File: src/rtl/calendar_pkg.sv
// Shared calendar definitions: BCD month codes, leap-mode encodings and
// the BCD helpers used by the counter and its leap detector.
package calendar_pkg;

    typedef enum int unsigned {
        LEAP_MOD4      = 0,
        LEAP_GREGORIAN = 1
    } leap_mode_e;

    localparam logic [7:0] MON_JAN = 8'h01;
    localparam logic [7:0] MON_FEB = 8'h02;
    localparam logic [7:0] MON_MAR = 8'h03;
    localparam logic [7:0] MON_APR = 8'h04;
    localparam logic [7:0] MON_MAY = 8'h05;
    localparam logic [7:0] MON_JUN = 8'h06;
    localparam logic [7:0] MON_JUL = 8'h07;
    localparam logic [7:0] MON_AUG = 8'h08;
    localparam logic [7:0] MON_SEP = 8'h09;
    localparam logic [7:0] MON_OCT = 8'h10;
    localparam logic [7:0] MON_NOV = 8'h11;
    localparam logic [7:0] MON_DEC = 8'h12;

    localparam logic [7:0] DAY_FIRST = 8'h01;

    function automatic logic [7:0] days_in_month(input logic [7:0] month, input logic leap);
        logic [7:0] dim;
        case (month)
            MON_JAN, MON_MAR, MON_MAY, MON_JUL,
            MON_AUG, MON_OCT, MON_DEC: dim = 8'h31;
            MON_APR, MON_JUN, MON_SEP, MON_NOV: dim = 8'h30;
            MON_FEB: dim = leap ? 8'h29 : 8'h28;
            default: dim = 8'h00;
        endcase
        return dim;
    endfunction

    function automatic logic bcd_digit_ok(input logic [3:0] nib);
        return nib <= 4'h9;
    endfunction

    // Two-digit BCD increment; callers never present 99.
    function automatic logic [7:0] bcd_inc2(input logic [7:0] v);
        logic [7:0] r;
        if (v[3:0] == 4'h9) r = {v[7:4] + 4'h1, 4'h0};
        else                r = {v[7:4], v[3:0] + 4'h1};
        return r;
    endfunction

    // A two-digit BCD value is divisible by 4 exactly when these digit rules hold.
    function automatic logic leap_pair(input logic [3:0] tens, input logic [3:0] ones);
        logic even_ok;
        logic odd_ok;
        even_ok = !tens[0] && (ones == 4'h0 || ones == 4'h4 || ones == 4'h8);
        odd_ok  =  tens[0] && (ones == 4'h2 || ones == 4'h6);
        return even_ok || odd_ok;
    endfunction

    function automatic logic leap_bcd(input logic [15:0] year, input logic gregorian);
        logic r;
        if (gregorian && year[7:0] == 8'h00) r = leap_pair(year[15:12], year[11:8]);
        else                                 r = leap_pair(year[7:4], year[3:0]);
        return r;
    endfunction

endpackage

File: src/rtl/bcd_calendar_counter_if.sv
// Command/status bundle of the BCD calendar counter.
interface bcd_calendar_counter_if #(
    parameter int unsigned YEAR_DIGITS = 4
);
    logic                       day_tick;
    logic                       load;
    logic [7:0]                 load_day;
    logic [7:0]                 load_month;
    logic [4*YEAR_DIGITS-1:0]   load_year;
    logic [7:0]                 day;
    logic [7:0]                 month;
    logic [4*YEAR_DIGITS-1:0]   year;
    logic                       leap;
    logic                       year_wrap;
    logic                       load_err;

    modport master (
        output day_tick, load, load_day, load_month, load_year,
        input  day, month, year, leap, year_wrap, load_err
    );

    modport slave (
        input  day_tick, load, load_day, load_month, load_year,
        output day, month, year, leap, year_wrap, load_err
    );
endinterface

File: src/rtl/bcd_leap_detect.sv
// Combinational leap-year flag for a BCD year of YEAR_DIGITS digits.
module bcd_leap_detect
    import calendar_pkg::*;
#(
    parameter int unsigned YEAR_DIGITS = 4,
    parameter int unsigned LEAP_MODE   = 1
) (
    input  logic [4*YEAR_DIGITS-1:0] year,
    output logic                     leap
);
    localparam logic GREGORIAN = (LEAP_MODE == int'(LEAP_GREGORIAN)) && (YEAR_DIGITS == 4);

    always_comb begin
        leap = leap_bcd(16'(year), GREGORIAN);
    end
endmodule

File: src/rtl/bcd_calendar_counter.sv
// BCD day/month/year counter with validated loads, day ticks and a
// registered leap flag that tracks the year it describes.
module bcd_calendar_counter
    import calendar_pkg::*;
#(
    parameter int unsigned YEAR_DIGITS = 4,
    parameter int unsigned LEAP_MODE   = 1,
    parameter logic [15:0] RESET_YEAR  = 16'h2000
) (
    input  logic                   clk,
    input  logic                   rst_n,
    bcd_calendar_counter_if.slave  cal
);
    localparam int unsigned     YW        = 4 * YEAR_DIGITS;
    localparam logic            GREGORIAN = (LEAP_MODE == int'(LEAP_GREGORIAN)) && (YEAR_DIGITS == 4);
    localparam logic [YW-1:0]   RST_YEAR  = RESET_YEAR[YW-1:0];
    localparam logic            RST_LEAP  = leap_bcd(16'(RST_YEAR), GREGORIAN);

    if (YEAR_DIGITS != 2 && YEAR_DIGITS != 4) begin : g_bad_digits
        $fatal(1, "bcd_calendar_counter: YEAR_DIGITS must be 2 or 4");
    end
    if (LEAP_MODE > 1) begin : g_bad_mode
        $fatal(1, "bcd_calendar_counter: LEAP_MODE must be 0 or 1");
    end
    if (LEAP_MODE == 1 && YEAR_DIGITS != 4) begin : g_bad_combo
        $fatal(1, "bcd_calendar_counter: LEAP_MODE 1 requires YEAR_DIGITS 4");
    end

    logic [7:0]    day_q, day_d;
    logic [7:0]    month_q, month_d;
    logic [YW-1:0] year_q, year_d;
    logic          leap_q, leap_d;
    logic          year_wrap_q, year_wrap_d;
    logic          load_err_q, load_err_d;

    logic [YW-1:0] year_next;
    logic          year_carry;
    logic          next_leap;
    logic          load_leap;
    logic          load_digits_ok;
    logic          load_ok;

    // Ripple BCD increment; a carry out of the top digit means all 9s wrapped.
    always_comb begin
        year_next  = year_q;
        year_carry = 1'b1;
        for (int unsigned i = 0; i < YEAR_DIGITS; i++) begin
            if (year_carry) begin
                if (year_q[4*i +: 4] == 4'h9) begin
                    year_next[4*i +: 4] = 4'h0;
                end else begin
                    year_next[4*i +: 4] = year_q[4*i +: 4] + 4'h1;
                    year_carry          = 1'b0;
                end
            end
        end
    end

    bcd_leap_detect #(
        .YEAR_DIGITS (YEAR_DIGITS),
        .LEAP_MODE   (LEAP_MODE)
    ) u_leap_next (
        .year (year_next),
        .leap (next_leap)
    );

    bcd_leap_detect #(
        .YEAR_DIGITS (YEAR_DIGITS),
        .LEAP_MODE   (LEAP_MODE)
    ) u_leap_load (
        .year (cal.load_year),
        .leap (load_leap)
    );

    always_comb begin
        load_digits_ok = bcd_digit_ok(cal.load_day[7:4])   && bcd_digit_ok(cal.load_day[3:0]) &&
                         bcd_digit_ok(cal.load_month[7:4]) && bcd_digit_ok(cal.load_month[3:0]);
        for (int unsigned i = 0; i < YEAR_DIGITS; i++) begin
            load_digits_ok = load_digits_ok && bcd_digit_ok(cal.load_year[4*i +: 4]);
        end
        load_ok = load_digits_ok &&
                  (cal.load_month >= MON_JAN) && (cal.load_month <= MON_DEC) &&
                  (cal.load_day >= DAY_FIRST) &&
                  (cal.load_day <= days_in_month(cal.load_month, load_leap));
    end

    always_comb begin
        day_d       = day_q;
        month_d     = month_q;
        year_d      = year_q;
        leap_d      = leap_q;
        year_wrap_d = 1'b0;
        load_err_d  = 1'b0;
        if (cal.load) begin
            if (load_ok) begin
                day_d   = cal.load_day;
                month_d = cal.load_month;
                year_d  = cal.load_year;
                leap_d  = load_leap;
            end else begin
                load_err_d = 1'b1;
            end
        end else if (cal.day_tick) begin
            if (day_q < days_in_month(month_q, leap_q)) begin
                day_d = bcd_inc2(day_q);
            end else begin
                day_d = DAY_FIRST;
                if (month_q != MON_DEC) begin
                    month_d = bcd_inc2(month_q);
                end else begin
                    month_d     = MON_JAN;
                    year_d      = year_next;
                    leap_d      = next_leap;
                    year_wrap_d = year_carry;
                end
            end
        end
    end

    always_ff @(posedge clk or negedge rst_n) begin
        if (!rst_n) begin
            day_q       <= DAY_FIRST;
            month_q     <= MON_JAN;
            year_q      <= RST_YEAR;
            leap_q      <= RST_LEAP;
            year_wrap_q <= 1'b0;
            load_err_q  <= 1'b0;
        end else begin
            day_q       <= day_d;
            month_q     <= month_d;
            year_q      <= year_d;
            leap_q      <= leap_d;
            year_wrap_q <= year_wrap_d;
            load_err_q  <= load_err_d;
        end
    end

    assign cal.day       = day_q;
    assign cal.month     = month_q;
    assign cal.year      = year_q;
    assign cal.leap      = leap_q;
    assign cal.year_wrap = year_wrap_q;
    assign cal.load_err  = load_err_q;
endmodule

File: src/flat_wrapper.sv
// flat-port wrapper written by rule: the top's interface ports become plain ports
module bcd_calendar_counter_flat import calendar_pkg::*;
#(
    parameter int unsigned YEAR_DIGITS = 4,
    parameter int unsigned LEAP_MODE   = 1,
    parameter logic [15:0] RESET_YEAR  = 16'h2000
)
  (clk, rst_n, cal_day_tick, cal_load, cal_load_day, cal_load_month, cal_load_year, cal_day, cal_month, cal_year, cal_leap, cal_year_wrap, cal_load_err);
  bcd_calendar_counter_if #(.YEAR_DIGITS(YEAR_DIGITS)) cal_i ();
  input  logic clk;
  input  logic rst_n;
  input wire logic [$bits(cal_i.day_tick)-1:0] cal_day_tick;
  input wire logic [$bits(cal_i.load)-1:0] cal_load;
  input wire logic [$bits(cal_i.load_day)-1:0] cal_load_day;
  input wire logic [$bits(cal_i.load_month)-1:0] cal_load_month;
  input wire logic [$bits(cal_i.load_year)-1:0] cal_load_year;
  output wire logic [$bits(cal_i.day)-1:0] cal_day;
  output wire logic [$bits(cal_i.month)-1:0] cal_month;
  output wire logic [$bits(cal_i.year)-1:0] cal_year;
  output wire logic [$bits(cal_i.leap)-1:0] cal_leap;
  output wire logic [$bits(cal_i.year_wrap)-1:0] cal_year_wrap;
  output wire logic [$bits(cal_i.load_err)-1:0] cal_load_err;
  assign cal_i.day_tick = cal_day_tick;
  assign cal_i.load = cal_load;
  assign cal_i.load_day = cal_load_day;
  assign cal_i.load_month = cal_load_month;
  assign cal_i.load_year = cal_load_year;
  assign cal_day = cal_i.day;
  assign cal_month = cal_i.month;
  assign cal_year = cal_i.year;
  assign cal_leap = cal_i.leap;
  assign cal_year_wrap = cal_i.year_wrap;
  assign cal_load_err = cal_i.load_err;
  bcd_calendar_counter #(.YEAR_DIGITS(YEAR_DIGITS), .LEAP_MODE(LEAP_MODE), .RESET_YEAR(RESET_YEAR)) u_core (.clk(clk), .rst_n(rst_n), .cal(cal_i));
endmodule
File: config.mk
export PLATFORM = sky130hd
export DESIGN_NAME = bcd_calendar_counter_flat
export DESIGN_NICKNAME = d
export VERILOG_FILES = /design/src/rtl/calendar_pkg.sv /design/src/rtl/bcd_calendar_counter_if.sv /design/src/rtl/bcd_leap_detect.sv /design/src/rtl/bcd_calendar_counter.sv /design/src/flat_wrapper.sv
export SDC_FILE = /design/constraint.sdc
export NUM_CORES = 1
export LEC_CHECK = 0
export CAP_MARGIN = 20
export CORE_MARGIN = 8
export CORE_UTILIZATION = 35
export CTS_CLUSTER_DIAMETER = 80
export DETAILED_ROUTE_END_ITERATION = 12
export PLACE_DENSITY_LB_ADDON = 0.08
export SLEW_MARGIN = 20
export SYNTH_ARGS = -nofsm -noshare
export SYNTH_HDL_FRONTEND = slang
export SYNTH_HIERARCHICAL = 1
export SYNTH_SLANG_ARGS = --single-unit
File: constraint.sdc
create_clock -name clk -period 4.35 [get_ports clk]
set_clock_uncertainty 0.15 [all_clocks]
set_input_delay 1.305 -clock clk [delete_from_list [all_inputs] [get_ports clk]]
set_output_delay 1.305 -clock clk [all_outputs]
set_load 0.03 [all_outputs]
==> summary.md <==
| Metric | Value |
|---|---|
| Peak supply drop | 0.000226 V |
| Final Hold Vio Count | 0 |
| Antenna-violating nets left | 0 |
| Hold-fix buffers, CTS | 0 |
| GRT Total Usage | 0.172 |
| Detailed Route WL | 10400 um |
| Max-Slew Margin vs Limit | 0.429 |
| Hpwl dp | 7610 um |
| Die Width | 109 um |
| CTS tree | built |
| Root buf cell | clkbuf_8 |
| # diodes | 0 |
| Global-route wire length before repair | 16500 um |
| Crit path from | cal_load_year[0] |
| Max-cap violations | 0 |
| Via count | 3262 |
| Setup-failing EPs final | 0 |
| Initial Util | 0.356 |
| I/O Buffers | 70 |
| Post-synthesis average cell area | 8.47 um^2 |
| Tcrit/Tclk final | 0.981 |
| Sequential Power Share | 0.285 |
| Die area | 12000 um^2 |
| Worst-Skew Late Latency | 300 ps |
| Die Height | 109 um |
| Crit start category | primary input |
| Max Root-Sink Buffers | 2 |
| PD cells | 547 nW/um^2 |
| Grt ovf | 0 |
| Via density | 5.66 |
| Worst-Margin Slew | 857 ps |
| Pleak | 0.00181 uW |
| Status | finished clean |
| Placed cell count | 563 |
| CP dominant cell by count | nor4_2 |
| Core Area | 8590 um^2 |
| Max stage delay on crit path | 340 ps |
| Ratio of cells with drive above 1 in the final layout | 0.209 |
| Unrepaired setup endpoints after global routing | yes |
| Core Rows | 34 |
| CP max-delay cell | o32a_1 |
| Worst Path Class, Setup | primary input to register |
| # IOs | 71 |
| Pint | 1240 uW |
| CP Cell Sequence | dlygate4sd2_1 > nor4_2 > nand2_1 > mux2_4 > a21oi_2 > nor4_2 > o21a_1 > ha_1 > nand4_1 > o32a_1 > a21oi_4 > buf_6 > buf_4 > nand2_4 > or2_2 > o221a_2 |
| Hold Crit Start | u_core/cal.day[7] |
| Initial drt markers | 113 |
| Peak Freq | 0.234 GHz |
| Vias in the first global route | 3214 |
| CP endpoint kind | register |
| Period minus WS final | 4270 ps |
| Critical Path Fanout Max | 5 |
| Critical Path AT | 4310 ps |
| H-tree Lvls | 2 |
| Clock-pin slew on the worst setup and hold paths | 80 ps |
| Top delay family on crit path | compound AO/OA/AOI/OAI gates |
| Remaining routing DRC violations | 0 |
| Final max-slew violation count | 0 |
| RD Place Congestion | 0.823 |
| CP Data Required Time | 4390 ps |
| Pin count of the biggest net entering global routing | 36 |
| Hold WC Path Type | register to register |
| Place WS | -570 ps |
| Post-route setup slack | 80.9 ps |
| Initial antenna violation count | 0 |
| YS warnings | 6 |
| Sw Ratio | 0.480 |
| Comb pwr share | 0.614 |
| Clock sinks | 35 |
| R2R setup slack | 480 ps |
| Syn nets | 412 |
| Fin nets | 518 |
| Mapped Area | 3060 um^2 |
| Cells after Synth | 361 |
| Pre-antenna DRT Iters | 4 |
| Reg-to-reg critical path startpoint | u_core/cal.month[4] |
| Area Growth Syn to Fin | 43.1% |
| WL/cell | 18.0 um |
| Crit path buffers/inverters | 3 |
| Clock power share | 0.101 |
| Non-Filler Instances | 576 |
| Sw power | 1150 uW |
| CTS Buf Count | 5 |
-- stage by stage --
step	power [uW]	hold WS [ps]	util	setup TNS, ps	cell area (um^2)
detailed placement	2090	374	0.483	-13600	4150
global route	2570	422	0.509	-56.9	4370
CTS	2400	393	0.500	0	4300
finish	2390	391	0.509	0	4370
floorplan	1540	492	-	0	3060
global placement	2080	361	0.483	-12260	4150
-- state kept, by name (all words and copies together), names as in the netlist --
| register | flops |
|---|---|
| u_core/cal.year | 16 |
| u_core/cal.day | 8 |
| u_core/cal.load_err | 1 |
| u_core/cal.year_wrap | 1 |
| u_core/cal.leap | 1 |
| u_core/cal.month | 8 |
-- power groups by stage --
| stage | combinational [uW] | sequential, uW | clock, uW |
|---|---|---|---|
| 2_1_floorplan | 715 | 826 | 0 |
| 3_3_place_gp | 1400 | 682 | 0 |
| 3_5_place_dp | 1410 | 685 | 0 |
| 4_1_cts | 1470 | 679 | 251 |
| 5_1_grt | 1590 | 719 | 265 |
| 6_report | 1470 | 682 | 242 |
-- what timing repair did --
action                     in CTS  in global routing
resized for setup              20                 16
hold endpoints to repair        0                  0
pin swaps                       7                  5
setup endpoints to repair      29                 26
buffers inserted                3                  2
gates cloned                    1                  0
-- worst paths after layout --
path | to | depth (start not counted)
min in group asynchronous | u_core/cal.day[3] | 1
worst min register to register | u_core/cal.day[7] | 1
worst max-delay path | u_core/cal.year[2] | 16
max in group asynchronous | u_core/cal.month[6] | 1
worst max register to register | u_core/cal.month[2] | 14
worst min-delay path | u_core/cal.day[7] | 1
-- layout make-up --
class	instances	area, um^2
fill	847	4220
multi-input combinational	290	2130
timing repair buffer	120	1090
sequential	35	881
tap	108	135
clock buffer	8	80.1
inverter	15	56.3
-- cells in the final DEF, fill, tap and decap left out, types with 5 or more instances in the layout --
master,n
nand3_1,9
a21oi_1,21
o21ai_0,28
nor2_1,31
clkdlybuf4s50_1,55
nand2_1,20
dlymetal6s2s_1,6
o22a_1,5
nor2b_1,6
inv_1,15
nand3b_1,6
nor3_1,9
nand4_1,5
o32a_1,6
clkbuf_8,5
dlygate4sd2_1,8
a22oi_1,7
nand2b_1,6
dfrtp_1,31
and3_1,5
ha_1,15
buf_4,48
-- metal layers --
| layer | track usage | share of wire | up-vias |
|---|---|---|---|
| li1 | - | - | 1591 |
| met1 | 0.220 | 0.45 | 1582 |
| met2 | 0.290 | 0.48 | 82 |
| met3 | 0.0352 | 0.053 | 7 |
| met4 | 0.0424 | 0.0093 | 0 |
| met5 | 0 | 0 | - |
(Power assumes the default switching activity.)
